[src/rtl/alu_pkg.sv]
// Shared definitions for the ALU issue controller: opcodes, FSM states,
// instruction field positions and flag bit indices.
package alu_pkg;

    localparam int REG_AW = 5;

    typedef enum logic [3:0] {
        OP_ADD  = 4'h0,
        OP_SUB  = 4'h1,
        OP_AND  = 4'h2,
        OP_OR   = 4'h3,
        OP_XOR  = 4'h4,
        OP_NOR  = 4'h5,
        OP_SLL  = 4'h6,
        OP_SRL  = 4'h7,
        OP_SRA  = 4'h8,
        OP_IDLE = 4'hF
    } alu_op_e;

    typedef enum logic [1:0] {
        ST_IDLE    = 2'd0,
        ST_ISSUE   = 2'd1,
        ST_CAPTURE = 2'd2
    } state_e;

    localparam int OP_MSB = 31;
    localparam int OP_LSB = 28;
    localparam int RD_MSB = 27;
    localparam int RD_LSB = 23;
    localparam int RS_MSB = 22;
    localparam int RS_LSB = 18;
    localparam int RT_MSB = 17;
    localparam int RT_LSB = 13;

    localparam int FLAG_C = 3;
    localparam int FLAG_S = 2;
    localparam int FLAG_V = 1;
    localparam int FLAG_Z = 0;

    function automatic logic op_legal(input logic [3:0] op);
        return op <= OP_SRA;
    endfunction

endpackage

[src/rtl/alu_regfile.sv]
// Register file: two operand read ports, a debug read port and one write
// stage in which an ALU writeback overrides a host write to the same register.
module alu_regfile
    import alu_pkg::*;
#(
    parameter int NREGS = 32,
    parameter int XLEN  = 32
) (
    input  logic              clk,
    input  logic              rst,
    input  logic [REG_AW-1:0] rs_addr_i,
    input  logic [REG_AW-1:0] rt_addr_i,
    input  logic [REG_AW-1:0] dbg_addr_i,
    output logic [XLEN-1:0]   rs_data_o,
    output logic [XLEN-1:0]   rt_data_o,
    output logic [XLEN-1:0]   dbg_data_o,
    input  logic              alu_we_i,
    input  logic [REG_AW-1:0] alu_waddr_i,
    input  logic [XLEN-1:0]   alu_wdata_i,
    input  logic              host_we_i,
    input  logic [REG_AW-1:0] host_waddr_i,
    input  logic [XLEN-1:0]   host_wdata_i
);

    logic [XLEN-1:0] regs_q [NREGS];

    always_ff @(posedge clk) begin
        if (rst) begin
            // NOTE: the array is reset because registers must read 0 after reset; this keeps it in flops, not a RAM macro.
            for (int i = 0; i < NREGS; i++) regs_q[i] <= '0;
        end else begin
            // r0 is never written, so it keeps its reset value of 0.
            for (int i = 1; i < NREGS; i++) begin
                if (alu_we_i && alu_waddr_i == REG_AW'(i)) begin
                    regs_q[i] <= alu_wdata_i;
                end else if (host_we_i && host_waddr_i == REG_AW'(i)) begin
                    regs_q[i] <= host_wdata_i;
                end
            end
        end
    end

    assign rs_data_o  = regs_q[rs_addr_i];
    assign rt_data_o  = regs_q[rt_addr_i];
    assign dbg_data_o = regs_q[dbg_addr_i];

endmodule

[src/rtl/alu_issue_ctrl.sv]
// Issue front end for a registered ALU: accepts one R-format instruction,
// presents operands for one cycle, then writes back the result and flags.
module alu_issue_ctrl
    import alu_pkg::*;
#(
    parameter int NREGS = 32,
    parameter int XLEN  = 32
) (
    input  logic              clk,
    input  logic              rst,
    input  logic              instr_valid,
    output logic              instr_ready,
    input  logic [31:0]       instr,
    input  logic              hwr_en,
    input  logic [REG_AW-1:0] hwr_addr,
    input  logic [XLEN-1:0]   hwr_data,
    input  logic [REG_AW-1:0] dbg_addr,
    output logic [XLEN-1:0]   dbg_data,
    output logic [3:0]        alu_opcode,
    output logic [XLEN-1:0]   alu_operand_a,
    output logic [XLEN-1:0]   alu_operand_b,
    input  logic [XLEN-1:0]   alu_result,
    input  logic              alu_c,
    input  logic              alu_s,
    input  logic              alu_v,
    input  logic              alu_z,
    output logic [3:0]        flags,
    output logic              done,
    output logic              illegal
);

    state_e            state_q, state_d;
    logic [3:0]        op_q, op_d;
    logic [REG_AW-1:0] rd_q, rd_d, rs_q, rs_d, rt_q, rt_d;
    logic [3:0]        flags_q, flags_d;
    logic              done_q, done_d;
    logic              illegal_q, illegal_d;
    logic              wb_en;
    logic [XLEN-1:0]   rs_data, rt_data;
    logic              instr_unused;

    assign instr_unused = ^instr[RT_LSB-1:0];

    always_ff @(posedge clk) begin
        if (rst) begin
            state_q   <= ST_IDLE;
            op_q      <= '0;
            rd_q      <= '0;
            rs_q      <= '0;
            rt_q      <= '0;
            flags_q   <= '0;
            done_q    <= 1'b0;
            illegal_q <= 1'b0;
        end else begin
            state_q   <= state_d;
            op_q      <= op_d;
            rd_q      <= rd_d;
            rs_q      <= rs_d;
            rt_q      <= rt_d;
            flags_q   <= flags_d;
            done_q    <= done_d;
            illegal_q <= illegal_d;
        end
    end

    always_comb begin
        // NOTE: every output of this block gets a default first so no path leaves one unassigned and infers a latch.
        state_d   = state_q;
        op_d      = op_q;
        rd_d      = rd_q;
        rs_d      = rs_q;
        rt_d      = rt_q;
        flags_d   = flags_q;
        done_d    = 1'b0;
        illegal_d = 1'b0;
        wb_en     = 1'b0;
        unique case (state_q)
            ST_IDLE: begin
                if (instr_valid) begin
                    op_d = instr[OP_MSB:OP_LSB];
                    rd_d = instr[RD_MSB:RD_LSB];
                    rs_d = instr[RS_MSB:RS_LSB];
                    rt_d = instr[RT_MSB:RT_LSB];
                    if (op_legal(instr[OP_MSB:OP_LSB])) state_d = ST_ISSUE;
                    else                                illegal_d = 1'b1;
                end
            end
            ST_ISSUE: state_d = ST_CAPTURE;
            ST_CAPTURE: begin
                wb_en           = (rd_q != '0);
                flags_d[FLAG_C] = alu_c;
                flags_d[FLAG_S] = alu_s;
                flags_d[FLAG_V] = alu_v;
                flags_d[FLAG_Z] = alu_z;
                done_d          = 1'b1;
                state_d         = ST_IDLE;
            end
            default: state_d = ST_IDLE;
        endcase
    end

    alu_regfile #(.NREGS(NREGS), .XLEN(XLEN)) u_regfile (
        .clk          (clk),
        .rst          (rst),
        .rs_addr_i    (rs_q),
        .rt_addr_i    (rt_q),
        .dbg_addr_i   (dbg_addr),
        .rs_data_o    (rs_data),
        .rt_data_o    (rt_data),
        .dbg_data_o   (dbg_data),
        .alu_we_i     (wb_en),
        .alu_waddr_i  (rd_q),
        .alu_wdata_i  (alu_result),
        .host_we_i    (hwr_en),
        .host_waddr_i (hwr_addr),
        .host_wdata_i (hwr_data)
    );

    // Operands are only presented during ISSUE so the ALU sees a quiet bus otherwise.
    assign alu_opcode    = (state_q == ST_ISSUE) ? op_q : OP_IDLE;
    assign alu_operand_a = (state_q == ST_ISSUE) ? rs_data : '0;
    assign alu_operand_b = (state_q == ST_ISSUE) ? rt_data : '0;
    assign instr_ready   = (state_q == ST_IDLE);
    assign flags         = flags_q;
    assign done          = done_q;
    assign illegal       = illegal_q;

endmodule
[config.mk]
export PLATFORM = sky130hd
export DESIGN_NAME = alu_issue_ctrl
export DESIGN_NICKNAME = d
export VERILOG_FILES = /design/src/rtl/alu_pkg.sv /design/src/rtl/alu_regfile.sv /design/src/rtl/alu_issue_ctrl.sv
export SDC_FILE = /design/constraint.sdc
export NUM_CORES = 2
export LEC_CHECK = 0
export BUFFER_PORTS_ARGS = -buffer_cell sky130_fd_sc_hd__buf_4
export CAP_MARGIN = 20
export CORE_AREA = 2 2 427 429
export DETAILED_ROUTE_END_ITERATION = 7
export DIE_AREA = 0 0 429 431
export GPL_TIMING_DRIVEN = 0
export PLACE_DENSITY = 0.62
export SLEW_MARGIN = 30
export SYNTH_ARGS = -nofsm -noshare
export SYNTH_HDL_FRONTEND = slang
export SYNTH_SLANG_ARGS = --single-unit
[constraint.sdc]
create_clock -name clk -period 3.9 [get_ports clk]
set_input_delay 0 -clock clk [delete_from_list [all_inputs] [get_ports clk]]
set_output_delay 0 -clock clk [all_outputs]
set_load 0.005 [all_outputs]
Yosys cells after proc, flatten, opt, wreduce, memory -nomap -nowiden
Memories as Yosys holds them, arrays and structs flattened. A register that Yosys moved wholly into a read port is not among the register bits.
Index checks and enable logic that the tools add are counted.
{"block": "totals", "ff_bits": 27, "ramBits": 1024, "inputBits": 114, "output_inout_bits": 107, "elab_cells": 501, "n_memories": 1}
{"block": "op_classes", "magnitude_cmp": 1, "n_eq_ne": 66, "mux": 294, "n_bitwise": 64, "reduce_logical": 67}
{"memory": "u_regfile.regs_q", "depth": 32, "word_bits": 32, "read_ports": 3, "rd_ports_with_merged_regs": 2, "write_ports": 32, "line_no": "alu_regfile.sv:25", "source": "logic [XLEN-1:0] regs_q [NREGS];"}
{"op": "two-way mux 32 bit", "count": 64}
{"op": "two-way mux 1 bit", "count": 222}
{"op": "equality test 5 bit (second input constant)", "count": 32}
{"op": "equality test 5 x 4 -> 1 bit (second input constant)", "count": 16}
{"op": "logical AND 1 bit", "count": 62}
{"op": "OR 1 bit", "count": 62}
{"op": "equality test 5 x 3 -> 1 bit (second input constant)", "count": 8}
{"op": "equality test 5 x 2 -> 1 bit (second input constant)", "count": 4}
{"op": "two-way mux 5 bit", "count": 4}
{"op": "equality test 5 x 1 -> 1 bit (second input constant)", "count": 2}
{"op": "nonzero test 5 bit", "count": 1}
{"op": "less-or-equal comparator 4 bit (second input constant)", "count": 1}
{"op": "two-way mux 2 bit", "count": 2}
{"op": "two-way mux 4 bit", "count": 1}
{"op": "one-hot mux 2 bit (2 select lines)", "count": 1}
{"op": "AND reduction 2 bit", "count": 2}
{"op": "OR reduction 3 bit", "count": 1}
{"op": "equality test 2 x 1 -> 1 bit (second input constant)", "count": 1}
{"op": "equality test 2 bit (second input constant)", "count": 1}
{"op": "logical NOT 2 bit", "count": 1}
{"op": "!= test 2 x 1 -> 1 bit (second input constant)", "count": 1}
{"op": "!= test 2 bit (second input constant)", "count": 1}
{"op": "inverter 1 bit", "count": 2}

Logic depth before layout (Yosys ltp)
{"block": "logic_depth", "depth_word": 8, "depth_mapped": 9, "ltp_nobuf": 4}

By module
A second synthesis with hierarchy kept.
{"block": "hier_totals", "hier_cells": 4806, "area_unflattened_um2": 67277.0}
{"mod": "alu_regfile", "instances": 1, "cells_each": 4640, "area_each_um2": 65830.6, "seq_area_each_um2": 29788.6}
{"mod": "alu_issue_ctrl", "instances": 1, "cells_each": 166, "area_each_um2": 1446.4, "seq_area_each_um2": 540.5}

Worst setup path before layout
OpenSTA, ideal clock, no wires.
{"block": "synth_path", "kind": "reg2reg", "from": "reg state_q[0]", "to": "mem u_regfile.regs_q[16][0], enable pin", "setup_ns": 0.470, "arrival_time_ns": 3.495, "t_required_ns": 3.430, "setup_slack_ns": -0.065, "path_stages_with_launch": 5, "n_path_buf": 1, "period_less_slack_ns": 3.965, "cell_sequence": "dfxtp_1 > buf_2 > nand3b_1 > or3_1 > o31ai_1"}
{"item": "start, declared", "line_no": "alu_issue_ctrl.sv:32", "source": "state_e state_q, state_d;"}
{"item": "start signal, assigned", "line_no": "alu_issue_ctrl.sv:55", "source": "state_q <= state_d;"}
{"item": "end, declared", "line_no": "alu_regfile.sv:25"}

==> results.sh <==
export IMPL_status="finished with violations"
export IMPL_violations="DRC, setup timing"
export IMPL_ys_ff_latch=1029
export IMPL_maxCapViolations=0
export IMPL_async_flop_share_pct=0
export IMPL_grt_pass1_vias=57797
export IMPL_route_detailed_drc=3
export IMPL_synth_edff_count=992
export IMPL_synth_compound_area_share_pct=16.1
export IMPL_fin_worst_skew_ns=0.0405
export IMPL_nets=5930
export IMPL_initial_core_util_pct=37.8
export IMPL_synth_ff_type="edfxtp_1"
export IMPL_ios=221
export IMPL_hold_slack_ns=0.0312
export IMPL_finalSetupViolations=31
export IMPL_power_leakage_nw=27.3
export IMPL_p_seq_share_pct=43.2
export IMPL_vias_per_cell=7.32
export IMPL_syn_cell_area_mm2=0.0681
export IMPL_p_clk_share_pct=37.6
export IMPL_htree_levels=3
export IMPL_drt_wl_total_um=362000
export IMPL_tightest_slew_ns=1.26
export IMPL_syn_nets=5465
export IMPL_yosysTopAreaCellShare_pct=43.8
export IMPL_die_h_um=431
export IMPL_fin_crit_ns=4.08
export IMPL_hold_viol=0
export IMPL_max_vdd_ir_drop_mv=0.368
export IMPL_postRouteAntennaNets=0
export IMPL_grt_pass1_wl_um=483000
export IMPL_avgSynthCellArea_um2=12.7
export IMPL_portBuffers=173
export IMPL_worst_ep_required_time_ns=3.90
export IMPL_synth_top_family_by_area="multiplexers"
export IMPL_power_mw=30.8
export IMPL_critPathCaptureType="primary output"
export IMPL_vias=60663
export IMPL_syn_inst=5351
export IMPL_synth_fa_ha_area_share_pct=0
export IMPL_ff_latch_area_mm2=0.0305
export IMPL_yosys_cell_types_count=68
export IMPL_p_sw_mw=9.40
export IMPL_comb_power_share_pct=19.2
export IMPL_antenna_found_initial=20
export IMPL_synth_mux_area_share_pct=26.9
export IMPL_clk_latency_ns=0.82
export IMPL_drt_iter0_markers=11341
export IMPL_grt_max_degree=33
export IMPL_fillers=16459
export IMPL_p_int_mw=21.4
export IMPL_place_ws_ns=-0.596
export IMPL_ys_warn_count=0
export IMPL_drive_above_1_share_pct=27.5
export IMPL_r2r_start="state_q[1]"
export IMPL_path_clk_slew_ns=0.06
export IMPL_setup_tns_ns=-1.90
export IMPL_path_class="reg -> out"
export IMPL_synth_xor_area_share_pct=0
export IMPL_cts_tree="built"
export IMPL_core_area_mm2=0.180
export IMPL_globalplace_congestion=1.06
export IMPL_clockBufferDepth=3
export IMPL_cts_root_buf="clkbuf_16"
export IMPL_overflow=0
export IMPL_worstPathMaxFanout=10
export IMPL_synth_common_cells="992 x edfxtp_1, 577 x a22o_1, 512 x mux4_2, 473 x nand2_1, 445 x clkbuf_1"
export IMPL_fmax_ghz=0.245
export IMPL_slew_headroom_pct=16.1
export IMPL_ys_seq_area_share_pct=44.8
export IMPL_hold_class="in -> reg"
export IMPL_startpoint_type="register"
export IMPL_hpwl_um=269000
export IMPL_synth_simple_area_share_pct=7.45
export IMPL_worstPathArrival_ns=4.08
export IMPL_placed_area_mm2=0.0743
export IMPL_die_w_um=429
export IMPL_syn_to_final_growth_pct=17.1
export IMPL_slew_violations=0
export IMPL_fin_util_pct=44.3
export IMPL_wl_per_cell_um=43.7
export IMPL_layout_cells_non_filler=8289
export IMPL_p_per_area_mw_per_mm2=387
export IMPL_multi_input_area_mm2=0.0349
export IMPL_r2r_worst_path_cells=5
export IMPL_swShare_pct=30.5
export IMPL_rrSetupSlack_ns=0.21
export IMPL_fin_area_mm2=0.0797
export IMPL_endpoint="alu_operand_b[10]"
export IMPL_netlist_top_cells_area="edfxtp_1 44%, mux4_2 17%, a22o_1 7.4%"
export IMPL_dr_pass1_iters=8
export IMPL_setup_slack_ns=-0.175
export IMPL_yosysMostFrequentCell="edfxtp_1"
export IMPL_yosysTopAreaCell="edfxtp_1"
export IMPL_numCtsBuffers=117
export IMPL_die_area_mm2=0.185
export IMPL_period_share_pct=104
export IMPL_placedCellCount=7971
export IMPL_rows=156
export IMPL_r2r_end="u_regfile.regs_q[16][25]"
export IMPL_grt_usage_pct=38.1
export IMPL_numClockSinks=1029
cell type report:
| cell class | instances | share of cell area [%] |
|---|---|---|
| clock inverter | 70 | 0.846 |
| sequential | 1029 | 38.3 |
| inverter | 3 | 0.0141 |
| tap | 2370 | 3.72 |
| multi-input combinational | 3575 | 43.8 |
| clock buffer | 145 | 3.98 |
| timing repair buffer | 348 | 4.69 |
| buffer | 742 | 4.65 |
| antenna | 7 | 0.0220 |
how the worst min path moves through the flow:
stage                   start                  endpoint  cells past startpoint
2_1_floorplan       instr[28]                   op_q[0]                      2
3_3_place_gp            alu_c                  flags[3]                      3
3_5_place_dp            alu_c                  flags[3]                      3
4_1_cts                 alu_z                  flags[0]                      4
5_1_grt        alu_result[15]  u_regfile.regs_q[16][15]                      2
6_report                alu_z                  flags[0]                      4
power by group through the flow:
stage | Combinational (mW) | Clock [mW] | Sequential, mW
finish | 5.91 | 11.6 | 13.3
global placement | 5.22 | 0 | 13.5
CTS | 5.61 | 11.4 | 13.3
global route | 5.93 | 11.8 | 13.4
detailed placement | 5.47 | 0 | 13.5
floorplan | 3.09 | 0 | 13.3
metal layers:
layer	global-route usage (%)	wire (um)
met1	46.2	123000
met2	54.0	148000
met3	13.8	52700
met4	31.8	38000
met5	0	111
cell families after synthesis:
logic type      Yosys count
compound gates         1419
mux                    1156
flops                  1029
simple gates           1000
buf+inv                 747
cells in the final DEF, fill, tap and decap left out, types with 94 or more instances in the layout:
cell and count:
mux4_2 512, clkbuf_16 121, buf_4 211, edfxtp_1 992
a221oi_1 94, mux2_2 255, dlygate4sd3_1 94, nand2_1 473
nor2b_1 203, clkbuf_1 381, buf_2 176, mux2i_1 384
o21ai_0 300, a22o_1 577
registers in the layout (all words and copies together) (netlist names), named ones only:
register,count
rt_q,5
u_regfile.regs_q,992
illegal,1
op_q,4
rd_q,5
flags,4
state_q,2
rs_q,5
done,1
worst max-delay path, stage by stage (launching register included):
cell and delay [ns]:
dfxtp_1 0.40, clkbuf_2 0.65, clkbuf_1 0.73, nand4_1 0.82
o311a_1 0.49, buf_4 0.18
what timing repair did:
| item | in CTS | in global routing |
|---|---|---|
| hold buffers | 94 | 0 |
| endpoints found under the setup margin | 64 | 32 |
| pin swaps | 37 | 13 |
| buffers inserted | 1 | 0 |
| resized for setup | 168 | 57 |
| endpoints found under the hold margin | 502 | 0 |
Note: power is estimated with default switching activity, not from simulation.
